<file path="src/rtl/mp_add_seq_pkg.sv">
// Shared definitions for the sequential multi-precision adder/subtractor:
// slice width, controller state encoding and slice-index sizing.
package mp_add_pkg;

  localparam int SLICE_W = 16;

  typedef enum logic [1:0] {
    IDLE = 2'd0,
    RUN  = 2'd1,
    DONE = 2'd2
  } state_t;

  // A one-bit counter is kept even for the smallest legal WORDS.
  function automatic int idx_width(input int words);
    return (words <= 2) ? 1 : $clog2(words);
  endfunction

endpackage

</file>
<file path="src/rtl/mp_add_seq_cla16.sv">
// 16-bit two-level carry-lookahead adder: four 4-bit groups whose
// group carries are resolved by a second lookahead level.
module CLA16 (
  output logic [15:0] S,
  output logic        Co,
  input  logic [15:0] X,
  input  logic [15:0] Y,
  input  logic        Cin
);

  logic [15:0] w_g;
  logic [15:0] w_p;
  logic [3:0]  w_gg;
  logic [3:0]  w_pg;
  logic [3:0]  w_gc;

  assign w_g = X & Y;
  assign w_p = X ^ Y;

  always_comb begin
    w_gg = '0;
    w_pg = '0;
    for (int i = 0; i < 4; i++) begin
      w_gg[i] = w_g[4*i+3]
              | (w_p[4*i+3] & w_g[4*i+2])
              | (w_p[4*i+3] & w_p[4*i+2] & w_g[4*i+1])
              | ((&w_p[4*i+1 +: 3]) & w_g[4*i]);
      w_pg[i] = &w_p[4*i +: 4];
    end
  end

  assign w_gc[0] = Cin;
  assign w_gc[1] = w_gg[0] | (w_pg[0] & Cin);
  assign w_gc[2] = w_gg[1] | (w_pg[1] & w_gg[0]) | (w_pg[1] & w_pg[0] & Cin);
  assign w_gc[3] = w_gg[2] | (w_pg[2] & w_gg[1]) | (w_pg[2] & w_pg[1] & w_gg[0])
                 | (w_pg[2] & w_pg[1] & w_pg[0] & Cin);
  assign Co      = w_gg[3] | (w_pg[3] & w_gg[2]) | (w_pg[3] & w_pg[2] & w_gg[1])
                 | (w_pg[3] & w_pg[2] & w_pg[1] & w_gg[0])
                 | (&w_pg & Cin);

  // Within a group the carry is derived from that group's lookahead carry-in.
  always_comb begin : sum_bits
    logic c;
    c = 1'b0;
    S = '0;
    for (int i = 0; i < 4; i++) begin
      c = w_gc[i];
      for (int j = 0; j < 4; j++) begin
        S[4*i+j] = w_p[4*i+j] ^ c;
        c        = w_g[4*i+j] | (w_p[4*i+j] & c);
      end
    end
  end

endmodule

</file>
<file path="src/rtl/mp_add_seq.sv">
// Sequential multi-precision adder/subtractor: pushes a WORDS x 16-bit
// operand pair through one shared CLA16, one slice per cycle, LSB first.
module mp_add_seq
  import mp_add_pkg::*;
#(
  parameter int WORDS = 4
) (
  input  logic                   clk,
  input  logic                   rst,
  input  logic                   in_valid,
  output logic                   in_ready,
  input  logic                   op_sub,
  input  logic [SLICE_W*WORDS-1:0] X,
  input  logic [SLICE_W*WORDS-1:0] Y,
  input  logic                   Cin,
  output logic                   out_valid,
  input  logic                   out_ready,
  output logic [SLICE_W*WORDS-1:0] S,
  output logic                   Co,
  output logic                   Ovf
);

  localparam int N  = SLICE_W * WORDS;
  localparam int KW = idx_width(WORDS);
  localparam logic [KW-1:0] LAST_IDX = KW'(WORDS - 1);

  state_t          r_state;
  state_t          w_next_state;
  logic [N-1:0]    r_x;
  logic [N-1:0]    r_y;
  logic [N-1:0]    r_s;
  logic            r_carry;
  logic [KW-1:0]   r_idx;
  logic            r_co;
  logic            r_ovf;

  logic [SLICE_W-1:0] w_xs;
  logic [SLICE_W-1:0] w_ys;
  logic [SLICE_W-1:0] w_sum;
  logic               w_co;
  logic               w_last;

  assign w_xs   = r_x[int'(r_idx)*SLICE_W +: SLICE_W];
  assign w_ys   = r_y[int'(r_idx)*SLICE_W +: SLICE_W];
  assign w_last = (r_idx == LAST_IDX);

  CLA16 u_cla (
    .S   (w_sum),
    .Co  (w_co),
    .X   (w_xs),
    .Y   (w_ys),
    .Cin (r_carry)
  );

  always_comb begin
    w_next_state = r_state;
    in_ready     = 1'b0;
    out_valid    = 1'b0;
    case (r_state)
      IDLE: begin
        in_ready = 1'b1;
        if (in_valid) w_next_state = RUN;
      end
      RUN: begin
        if (w_last) w_next_state = DONE;
      end
      DONE: begin
        out_valid = 1'b1;
        if (out_ready) w_next_state = IDLE;
      end
      default: w_next_state = IDLE;
    endcase
  end

  // Subtraction is folded into the stored operand: Y is inverted at accept
  // and the carry seeded with 1, so RUN never needs to know the op.
  always_ff @(posedge clk) begin
    if (rst) begin
      r_state <= IDLE;
      r_x     <= '0;
      r_y     <= '0;
      r_s     <= '0;
      r_carry <= 1'b0;
      r_idx   <= '0;
      r_co    <= 1'b0;
      r_ovf   <= 1'b0;
    end else begin
      r_state <= w_next_state;
      case (r_state)
        IDLE: begin
          if (in_valid) begin
            r_x     <= X;
            r_y     <= op_sub ? ~Y : Y;
            r_carry <= op_sub ? 1'b1 : Cin;
            r_idx   <= '0;
            r_s     <= '0;
            r_co    <= 1'b0;
            r_ovf   <= 1'b0;
          end
        end
        RUN: begin
          r_s[int'(r_idx)*SLICE_W +: SLICE_W] <= w_sum;
          r_carry <= w_co;
          if (w_last) begin
            r_idx <= '0;
            r_co  <= w_co;
            r_ovf <= (w_xs[SLICE_W-1] ~^ w_ys[SLICE_W-1])
                   & (w_xs[SLICE_W-1] ^ w_sum[SLICE_W-1]);
          end else begin
            r_idx <= r_idx + KW'(1);
          end
        end
        default: ;
      endcase
    end
  end

  assign S   = r_s;
  assign Co  = r_co;
  assign Ovf = r_ovf;

endmodule

</file>
<file path="config.mk">
export PLATFORM = sky130hd
export DESIGN_NAME = mp_add_seq
export DESIGN_NICKNAME = d
export VERILOG_FILES = /design/src/rtl/mp_add_seq_pkg.sv /design/src/rtl/mp_add_seq_cla16.sv /design/src/rtl/mp_add_seq.sv
export SDC_FILE = /design/constraint.sdc
export NUM_CORES = 1
export LEC_CHECK = 0
export ABC_AREA = 1
export BUFFER_PORTS_ARGS = -buffer_cell sky130_fd_sc_hd__buf_2
export CAP_MARGIN = 20
export CELL_PAD_IN_SITES_DETAIL_PLACEMENT = 1
export CELL_PAD_IN_SITES_GLOBAL_PLACEMENT = 1
export CORE_ASPECT_RATIO = 0.5
export CORE_MARGIN = 1
export CORE_UTILIZATION = 36
export CTS_CLUSTER_DIAMETER = 120
export DETAILED_ROUTE_END_ITERATION = 10
export GPL_TIMING_DRIVEN = 0
export PLACE_DENSITY = 0.87
export SETUP_SLACK_MARGIN = 0.4
export SLEW_MARGIN = 10
export SYNTH_ARGS = -nofsm -noshare
export SYNTH_HDL_FRONTEND = slang
export SYNTH_SLANG_ARGS = --single-unit
</file>
<file path="constraint.sdc">
create_clock -name clk -period 3.79 [get_ports clk]
set_input_delay 0.758 -clock clk [delete_from_list [all_inputs] [get_ports clk]]
set_output_delay 0.758 -clock clk [all_outputs]
set_load 0.02 [all_outputs]
</file>
Yosys cells after proc, flatten, opt, wreduce, memory -nomap -nowiden
Index checks and enable logic that the tools add are counted.
Storage, ports and cells
  register bits after elaboration: 199
  word-level logic and storage cells: 155
Operators by class
  $add $sub $neg: 2
  equal/unequal tests: 6
  shifts and indexed selects: 4
  mux-type cells: 21
  bitwise operators: 99
  reductions and logical operators: 15
Operator list (count)
  $mux W64: 2
  $pmux W64 S2: 1
  $shiftx A64 B7 Y16: 2
  $bwmux W64: 1
  $not A64 Y64: 1
  $shift A16 B33 Y64 const A: 1
  $shiftx A16 B33 Y64: 1
  $and A1 B1 Y1: 44
  $or A1 B1 Y1: 34
  $neg A6 Y33: 1
  $reduce_and A3 Y1: 6
  $xor A1 B1 Y1: 17
  $and A16 B16 Y16: 1
  $reduce_and A16 Y1: 1
  $reduce_and A4 Y1: 4
  $xor A16 B16 Y16: 1
  $mux W2: 5
  $mux W1: 7
  $ne A2 B2 Y1 const B: 3
  $pmux W1 S2: 3
  $pmux W2 S3: 1
  $eq A2 B2 Y1 const B: 2
  $pmux W2 S2: 1
  $reduce_and A2 Y1: 2
  5 further kinds: 5

Depth between registers and ports, before layout
  word-level depth: 21
  depth in mapped cells: 25

By module
A second synthesis with hierarchy kept.
Unflattened totals
  cell total of the unflattened synthesis: 1226
  area, all modules: 9424.0 µm²
Modules (own cells, without submodules)
  mp_add_seq: instances 1, cells each 1138, area an instance 8699.6 µm²
  CLA16: instances 1, cells each 88, area an instance 724.4 µm²

Worst setup path before layout
OpenSTA, ideal clock, no wires.
  kind: reg2reg
  start: register r_idx[0]
  end: register r_s[11] (netlist: S[11])
  setup time: 70 ps
  data arrival time: 3568 ps
  required time: 3720 ps
  setup slack: 151 ps
  stages on the path, launching flop included: 21
  path buffers: 4
  clock period less this slack: 3639 ps
  path through: dfxtp_1 > buf_2 > buf_2 > buf_2 > buf_2 > nor2_1 > o22ai_1 > ha_1 > nand2_1 > nand2_1 > nand2_1 > nand2_1 > nand2_1 > nand2_1 > inv_1 > fa_1 > fa_1 > fa_1 > xor2_1 > or2_2 > a21oi_1
On the way
  cells in the longest elaborated chain, start to end: 20
  elaborated cells between the ends (all ways): 91
  those cells by class: 1 x add/sub; 4 x shift; 2 x mux; 78 x bitwise; 6 x reduce/logical
Ends and longest elaborated chain
  start, declared: line mp_add_seq.sv:33  | logic [KW-1:0] r_idx;
  start signal, assigned: line mp_add_seq.sv:110  | r_idx <= r_idx + KW'(1);
  $shiftx A64 B7 Y16, on equally long branches: line mp_add_seq.sv:43, mp_add_seq.sv:44
  $xor A16 B16 Y16 / $and A16 B16 Y16 (equally long branches): line mp_add_seq_cla16.sv:18, mp_add_seq_cla16.sv:17
  $and A1 B1 Y1, on equally long branches: line mp_add_seq_cla16.sv:25, mp_add_seq_cla16.sv:26
  $or A1 B1 Y1 / $and A1 B1 Y1 (equally long branches): line mp_add_seq_cla16.sv:25, mp_add_seq_cla16.sv:26
  $or A1 B1 Y1: line mp_add_seq_cla16.sv:26  | | (w_p[4*i+3] & w_p[4*i+2] & w_g[4*i+1])
  $or A1 B1 Y1: line mp_add_seq_cla16.sv:27  | | ((&w_p[4*i+1 +: 3]) & w_g[4*i]);
  $and A1 B1 Y1: line mp_add_seq_cla16.sv:35  | assign w_gc[3] = w_gg[2] | (w_pg[2] & w_gg[1]) | (w_pg[2] & w_pg[1] & w_gg[0])
  $or A1 B1 Y1 (2 in a row): line mp_add_seq_cla16.sv:35
  [3 not listed]
  $and A1 B1 Y1: line mp_add_seq_cla16.sv:50  | c = w_g[4*i+j] | (w_p[4*i+j] & c);
  $or A1 B1 Y1: line mp_add_seq_cla16.sv:50
  $and A1 B1 Y1: line mp_add_seq_cla16.sv:50
  $or A1 B1 Y1: line mp_add_seq_cla16.sv:50
  $xor A1 B1 Y1: line mp_add_seq_cla16.sv:49  | S[4*i+j] = w_p[4*i+j] ^ c;
  $shiftx A16 B33 Y64: line mp_add_seq.sv:102  | r_s[int'(r_idx)*SLICE_W +: SLICE_W] <= w_sum;
  $bwmux W64 (*): line mp_add_seq.sv:102
  $pmux W64 S2 (*): line mp_add_seq.sv:89  | case (r_state)
  end signal, assigned by index: line mp_add_seq.sv:102
  end, declared: line mp_add_seq.sv:31  | logic [N-1:0] r_s;
Every way passes the cells marked *; elsewhere a longest branch is shown, timed or not.
A chain may end at the register's enable or synchronous reset.

Worst setup path in the final report
  start: register r_idx[0]
  end: register r_s[59] (netlist: S[59])
Same word-level chain as after synthesis.

==> metrics.yaml <==
dpl_worst_slack_ns: -0.8243
ys_types: 33
min_period_ns: 3.868
reg2regPathDepth: 21
hold_violations: 0
rsz0062_at_grt: "yes"
initial_core_util_pct: 37.05
fp.dieArea_mm2: 0.02693
fp.dieH_um: 116.5
worst-path-max-fanout: 10
drive_gt1_share_pct: 32.29
wl_met1_um: 17100
p_switching_uw: 2032
fin_crit_sh_pct: 102.0
fillers: 3079
final_cell_mix: "buf_2 (232), nor2_1 (221), dfxtp_1 (197)"
top_layer: "met4"
ys_ff_latch: 199
vdd_drop_max_mv: 0.3764
hold_path_depth: 2
multi_input_area_mm2: 0.005539
slowest_delay_ns: 0.39
synth-edff-count: 0
crit_type: "flip-flop to flip-flop"
finalSetupViolCount: 7
status: "finished with violations"
critPathTopFamily: "adder cells"
coreArea_mm2: 0.02550
io_buffer_count: 199
cts_buffers: 17
syn-num-nets: 1403
antenna_left: 0
slew_headroom_pct: 44.03
fin_nets: 1652
dr_wl_met3_um: 2620
wl_per_cell_um: 21.54
holdWs_ns: 0.4645
maxCapViolCount: 0
wl_met2_um: 19080
grt_pass1_wl_um: 57560
cp.depth: 21
cts_tree: "done"
cts-root-buf: "clkbuf_16"
worst_slew_pin_slew_ns: 0.8396
clock_latency_ns: 0.47
syn-cell-area_mm2: 0.009447
power.leakage_uw: 0.005280
cp-start-kind: "flip-flop"
cts_max_path_buffers: 2
vias: 9995
violations: "negative setup slack"
p_comb_share_pct: 27.8
cp_num_buf_inv: 5
syn_area_per_cell_um2: 7.637
cp_slowest_cell: "fa_2"
antenna_found_initial: 0
area_growth_pct: 35.34
place_congestion: 0.8835
fmax_ghz: 0.2586
syn_inst: 1237
worst_ep_arrival_time_ns: 4.26
cp.required_ns: 4.18
seqCellArea_mm2: 0.003989
drt_pass1_iterations: 5
powerDensity_mw_per_mm2: 474.2
slew_violations: 0
num_rows: 41
p_int_uw: 4031
clkPwrFrac_pct: 33.5
path_cells: "buf_6 > inv_6 > clkbuf_8 > o21ai_1 > o22ai_2 > ha_4 > nand2_4 > nor2_2 > nand2_1 > nand2_2 > nand2_2 > nand2_4 > inv_4 > buf_4 > fa_2 > fa_2 > fa_2 > xor2_4 > nor3_4 > nand2_1 > a21oi_2"
drt-vias-per-instance: 5.423
dp_hpwl_um: 28870
final_area_mm2: 0.01278
worst_slack_ns: -0.07753
finClkSkew_ns: 0.01136
placed_area_mm2: 0.01094
drc_errors: 0
yosys_warnings: 0
grt_overflow: 0
synth-main-ff-cell: "dfxtp_1"
grt_pass1_vias: 10160
clk_pin_slew_worst_paths_ns: 0.08
wl_um: 39700
final_common_cell: "buf_2"
ys_seq_area_share_pct: 42.17
io-pin-count: 202
antenna_cells: 0
worst_path_most_repeated_cell: "fa_2"
synth-async-reset-ratio_pct: 0
cts_sinks: 199
grt_use_total_pct: 28.61
htreeDepth: 4
drtIter0Drc: 763
swShare_pct: 33.51
critPathCaptureType: "flip-flop"
die_x_um: 231.1
grt_max_degree: 17
hold_class: "flip-flop to flip-flop"
p_seq_share_pct: 38.7
==> final timing paths <==
kind | startpoint | to | slack (ns)
setup / recovery | r_idx[0]$_SDFFE_PP0P_ | S[59]$_SDFFE_PP0P_ | -0.08
hold / removal | S[6]$_SDFFE_PP0P_ | S[6]$_SDFFE_PP0P_ | 0.46
setup reg to reg | r_idx[0]$_SDFFE_PP0P_ | S[59]$_SDFFE_PP0P_ | -0.08
hold reg to reg | S[6]$_SDFFE_PP0P_ | S[6]$_SDFFE_PP0P_ | 0.46
==> worst register-to-register path, cell delays in order (launching register included) <==
cell and delay (ns):
dfxtp_2 0.35, buf_6 0.15, inv_6 0.07, clkbuf_8 0.19
o21ai_1 0.20, o22ai_2 0.13, ha_4 0.31, nand2_4 0.06
nor2_2 0.11, nand2_1 0.07, nand2_2 0.09, nand2_2 0.08
nand2_4 0.09, inv_4 0.04, buf_4 0.13, fa_2 0.33
fa_2 0.34, fa_2 0.39, xor2_4 0.21, nor3_4 0.22
nand2_1 0.09, a21oi_2 0.14
==> state kept, by name, indices dropped and copies added (netlist names) <==
signal and cells:
Co 1, r_idx 2, r_y 64, S 64, r_carry 1, r_state 2, Ovf 1, r_x 64
==> layer usage <==
layer  vias to the layer above  global-route usage, %
li1                       4539                      -
met1                      5023                  36.30
met2                       370                  49.09
met3                        63                  5.225
met4                         0                  10.42
met5                         -                      0
==> kinds of logic (layout without fill, tap and decap cells) <==
group,after synthesis,in the layout,synth area share [%]
and+or+nand+nor,477,477,20.07
xor gates and xnor gates,68,68,6.305
AOI/OAI and AO/OA,294,294,18.66
DFF,199,199,42.17
buffers and inverters,167,429,7.603
adders and majority gates,32,32,5.192
==> synthesized netlist by cell type (3+ instances only) <==
cell / instances / share of area (%)
a211oi_1: 45 / 3.6
a211oi_2: 10 / 1.3
a21oi_1: 99 / 5.2
a22oi_1: 5 / 0.40
a32oi_1: 20 / 1.9
buf_1: 3 / 0.12
buf_2: 41 / 2.2
buf_4: 4 / 0.32
buf_6: 3 / 0.36
clkbuf_1: 39 / 1.5
dfxtp_1: 199 / 42
fa_1: 12 / 2.5
ha_1: 20 / 2.6
inv_1: 70 / 2.8
inv_2: 5 / 0.20
nand2_1: 189 / 7.5
nand2_2: 4 / 0.26
nand3_1: 18 / 0.95
nor2_1: 241 / 9.6
nor2_4: 3 / 0.36
nor3_1: 13 / 0.69
o21ai_0: 98 / 5.2
o21ai_1: 5 / 0.26
o22ai_1: 11 / 0.73
or2_2: 6 / 0.40
xnor2_1: 54 / 5.0
xor2_1: 14 / 1.3
==> stage by stage <==
step | util (%) | std cells | power, µW | setup TNS (ns)
floorplan | - | 1237 | 3105 | 0
global placement | 42.91 | 1780 | 3560 | -13.23
detailed placement | 42.91 | 1780 | 3618 | -19.22
CTS | 48.61 | 1831 | 5846 | 0
global route | 50.14 | 1843 | 6247 | -1.820
finish | 50.14 | 1843 | 6062 | -0.3831
==> what timing repair did <==
item	in CTS	in global routing
setup buffers	18	12
cloned	1	0
hold buffers	0	0
pin swaps	47	51
resized for setup	161	70
endpoints found under the setup margin	55	39
==> final cells by class <==
cell class | count | area share [%]
tap | 344 | 3.367
clock inverter | 12 | 1.351
timing repair buffer | 230 | 9.884
clock buffer | 20 | 3.650
inverter | 77 | 2.378
sequential | 199 | 31.20
multi-input combinational | 871 | 43.33
buffer | 90 | 4.844
==> power groups by stage <==
stage                     Sequential (µW)  Clock (µW)  Combinational (µW)
after floorplan                      2350           0                 754
after global placement               2370           0                1190
after detailed placement             2370           0                1240
after CTS                            2330        2020                1490
after global routing                 2350        2110                1780
final                                2340        2030                1690
(Power assumes the default switching activity.)
